[config.mk]
export PLATFORM = sky130hd
export DESIGN_NAME = hour_reg_bcd
export DESIGN_NICKNAME = d
export VERILOG_FILES = /design/src/rtl/hour_reg_bcd.sv
export SDC_FILE = /design/constraint.sdc
export NUM_CORES = 1
export LEC_CHECK = 0
export CAP_MARGIN = 20
export CORE_ASPECT_RATIO = 0.8
export CORE_MARGIN = 2
export CORE_UTILIZATION = 49
export DETAILED_ROUTE_END_ITERATION = 8
export GPL_TIMING_DRIVEN = 0
export PLACE_DENSITY = 0.73
export SYNTH_ARGS = -nofsm -noshare
export SYNTH_HDL_FRONTEND = slang
export SYNTH_SLANG_ARGS = --single-unit
[constraint.sdc]
create_clock -name clk -period 15 [get_ports clk]
set_input_delay 4.5 -clock clk [delete_from_list [all_inputs] [get_ports clk]]
set_output_delay 4.5 -clock clk [all_outputs]
set_load 0.02 [all_outputs]
[src/rtl/hour_reg_bcd.sv]
// hour_reg_bcd: binary 0-23 hour count with registered BCD display in 24h or 12h/pm format.
module hour_reg_bcd (
  input  logic       clk,
  input  logic       resetn,
  input  logic       set,
  input  logic       inc,
  input  logic       mode_24,
  input  logic [1:0] new_tens,
  input  logic [3:0] new_ones,
  input  logic       new_pm,
  output logic [1:0] Q_tens,
  output logic [3:0] Q_ones,
  output logic       pm,
  output logic       day_roll,
  output logic       set_err
);
  logic [4:0] h_q, h_d, set_h, map12, disp;
  logic [5:0] v;
  logic [1:0] tens_q, tens_d;
  logic [3:0] ones_q, ones_d;
  logic       pm_q, pm_d, day_roll_q, day_roll_d, set_err_q, set_err_d, valid, wrap;
  always_comb begin
    v = 6'(new_tens) * 6'd10 + 6'(new_ones);
    map12 = v == 6'd12 ? (new_pm ? 5'd12 : 5'd0) : (new_pm ? v[4:0] + 5'd12 : v[4:0]);
    valid = new_ones <= 4'd9 && (mode_24 ? v <= 6'd23 : (v >= 6'd1 && v <= 6'd12));
    set_h = mode_24 ? v[4:0] : map12;
    wrap = h_q == 5'd23;
    h_d = set ? (valid ? set_h : h_q) : inc ? (wrap ? 5'd0 : h_q + 5'd1) : h_q;
    day_roll_d = !set && inc && wrap;
    set_err_d = set && !valid;
    // display tracks the next count so digits change on the same edge as h
    disp = mode_24 ? h_d : h_d == 5'd0 ? 5'd12 : h_d > 5'd12 ? h_d - 5'd12 : h_d;
    pm_d = !mode_24 && h_d >= 5'd12;
    tens_d = disp >= 5'd20 ? 2'd2 : disp >= 5'd10 ? 2'd1 : 2'd0;
    ones_d = tens_d == 2'd2 ? 4'(disp - 5'd20) : tens_d == 2'd1 ? 4'(disp - 5'd10) : disp[3:0];
  end
  always_ff @(posedge clk) begin
    if (!resetn) begin
      h_q        <= 5'd0;
      tens_q     <= mode_24 ? 2'd0 : 2'd1;
      ones_q     <= mode_24 ? 4'd0 : 4'd2;
      pm_q       <= 1'b0;
      day_roll_q <= 1'b0;
      set_err_q  <= 1'b0;
    end else begin
      h_q        <= h_d;
      tens_q     <= tens_d;
      ones_q     <= ones_d;
      pm_q       <= pm_d;
      day_roll_q <= day_roll_d;
      set_err_q  <= set_err_d;
    end
  end
  assign Q_tens   = tens_q;
  assign Q_ones   = ones_q;
  assign pm       = pm_q;
  assign day_roll = day_roll_q;
  assign set_err  = set_err_q;
endmodule

==> run_results.csv <==
group,metric,value,unit
placement,port_buffers,20,
die,die_y,52.1,um
timing,min_period_over_period,0.698,
clock_network,numCtsBuffers,3,
clock_network,cts_root_buffer,"clkbuf_4",
timing,fmax,95.5,MHz
pwr,power_frac_comb,0.515,
final_layout,nets,218,
clock_network,clk_pin_slew,0.08,ns
yosys,synth_area_leaders,"dfxtp_1 (20%), ha_1 (9.7%), a21oi_1 (3.9%)",
critical_path,cp_max_fo,9,
yosys,synth_nets,193,
min_path,hold_path_class,"reg2reg",
grt,overflow,0,
pwr,pwr-share-seq,0.297,
routing,ant_nets,0,
routing,first_pass_iters,5,
yosys,syn-cell-area,1420,sq um
critical_path,start_kind,"primary input",
die,start_util,0.512,
pwr,p_int,0.0870,mW
final_layout,diodes,0,
placement,hpwl,2970,um
final_layout,finish.utilization,0.615,
pwr,vdd_drop_max,0.0450,mV
critical_path,worstSetupPathType,"in2reg",
routing,drc,0,
grt,grt.total_usage,0.243,
clock_network,clk_latency,0.27,ns
critical_path,endpoint_kind,"register",
pwr,clkPwrFrac,0.188,
routing,wirelength,3730,um
timing,rsz0062_at_grt,"false",
routing,via_count,1443,
clock_network,cts_setup_buffers,0,
critical_path,critPathArrivalTime,10.68,ns
grt,grt_pass1_vias,1369,
critical_path,required,15.21,ns
yosys,synth_top_area_share,0.198,
grt,grt_max_degree,11,
routing,wl_per_cell,16.2,um
timing,hold_viol_final,0,
timing,slew_violations,0,
pwr,p_leak,0.663,nW
final_layout,area_growth,20.1,%
timing,setup-violations-final,0,
die,die_area,3340,sq um
pwr,pwr_density_cell,83.9,nW/um^2
yosys,synth_seq_cells,14,
clock_network,cts_sinks,14,
yosys,ys_types,62,
die,row_count,17,
grt,antenna_found_initial,0,
clock_network,cts_max_level,1,
yosys,syn_inst,169,
timing,slew_headroom,0.521,
status,status,"completed",
clock_network,cts_tree,"done",
grt,grt_pass1_wl,6330,um
routing,via_per_inst,6.25,
pwr,switching_share,0.390,
die,die_x,64.1,um
run,cap_violations,0,
timing,period_minus_slack,10.47,ns
yosys,ys.warnings.count,0,
final_layout,layout-drive-gt1-share,0.119,
pwr,p_switching,0.0557,mW
placement,gp_congestion,0.910,
die,io_pins,21,
routing,drt_iter0_drc,144,
yosys,netlist_top_cells_count,"dfxtp_1 (14), nor2_1 (12), a21oi_1 (11), ha_1 (11), inv_1 (10)",
yosys,avgSynthCellArea,8.38,sq um
timing,finalClockSkew,0.000291,ns
yosys,yosys_most_used_dff,"dfxtp_1",
yosys,synth.most_common_cell,"dfxtp_1",
clock_network,cts-hold-fix-buffers,0,
die,core,2770,sq um
final_layout,n_fill_cell,258,
timing,fin_tns_setup,0,ns
timing,tightest_slew,0.717,ns
yosys,synth-seq-area-share,0.198,
yosys,yosysTopAreaCell,"dfxtp_1",
clock_network,cts_buffer_depth,2,
clock_network,cts_resized,0,
yosys,synth_edf_count,0,
yosys,async_reset_ff_frac,0,
[routing by layer]
metal	part of all wire	global-route usage	up-vias	wire length [um]
met5	0	0	-	0
met4	0.0078	0.0567	0	29
met3	0.085	0.0455	4	318
met2	0.45	0.394	69	1670
met1	0.46	0.337	674	1720
li1	-	-	696	-
[path summary, 6_finish.rpt]
check	start	slack, ns	cells past startpoint	endpoint
hold reg to reg	h_q[4]	0.54	2	day_roll
hold / removal	h_q[4]	0.54	2	day_roll
setup reg to reg	h_q[0]	10.87	16	Q_ones[2]
setup / recovery	new_tens[1]	4.53	23	Q_ones[2]
[layout make-up]
class                      instances  area (sq um)  area share
multi-input combinational        138          1060       0.623
sequential                        14           280       0.165
timing repair buffer              20           200       0.118
inverter                          13          48.8      0.0287
tap                               38          47.5      0.0280
clock buffer                       4          36.3      0.0213
buffer                             4          27.5      0.0162
[sequential cells by signal (all words and copies together), names as in the netlist]
register  cells
h_q           5
day_roll      1
Q_ones        4
Q_tens        2
set_err       1
pm            1
[kinds of logic after synthesis]
logic type	share of synthesized area
AO/OA/AOI/OAI	0.348
XOR/XNOR	0.0124
adder cells (fa/ha/maj)	0.111
buffers and inverters	0.0539
flip-flops	0.198
multiplexers	0.0433
AND/OR/NAND/NOR	0.233
[cells in the final DEF, fill, tap and decap left out, types with 2 or more instances in the layout]
cell             instances
a21oi_1                 11
a31oi_1                  2
or3_1                    3
a211oi_1                 7
and3_1                   2
and2_1                   5
mux2i_1                  5
o21a_1                   4
o2111a_1                 2
clkdlybuf4s50_1         20
inv_2                    2
o21ai_0                  9
dfxtp_1                 14
nand2b_1                 3
a21o_1                   3
ha_1                    11
and3_2                   2
o211ai_1                 4
clkbuf_4                 3
nor4_1                   2
xnor2_1                  2
inv_1                   10
nand2_1                  6
nor2_1                  12
nor3b_1                  2
nand3_1                  4
nor2b_1                  5
[through the flow]
step	instance area [sq um]	setup slack (ns)	total power, mW	cells	hold WS [ns]
after floorplan	1420	5.59	0.0943	169	0.467
after global placement	1660	4.45	0.113	227	0.506
after detailed placement	1660	4.34	0.115	227	0.517
after CTS	1700	4.60	0.142	231	0.527
after global routing	1700	4.04	0.153	231	0.562
final	1700	4.53	0.143	231	0.540
[power groups by stage]
stage | clock [mW] | sequential (mW) | combinational [mW]
after global routing | 0.0293 | 0.0427 | 0.0814
final | 0.0268 | 0.0423 | 0.0735
after floorplan | 0 | 0.0462 | 0.0480
after global placement | 0 | 0.0430 | 0.0698
after detailed placement | 0 | 0.0432 | 0.0720
after CTS | 0.0272 | 0.0423 | 0.0724
[worst max-delay path: stages]
cell and delay [ns]:
clkdlybuf4s50_1 0.47, buf_2 0.21, inv_1 0.16, fa_1 0.55, xnor2_1 0.38, ha_1 0.26
or4b_4 0.51, a211oi_1 0.27, a41oi_1 0.10, o32a_1 0.31, o211a_1 0.13, or3_1 0.34
buf_4 0.16, ha_1 0.21, o211ai_1 0.15, a211oi_1 0.15, a2111oi_2 0.67, ha_1 0.29
inv_1 0.07, a21oi_1 0.26, a21oi_1 0.09, mux2_2 0.29, a21oi_1 0.15
Power figures use the tool's default switching activity.
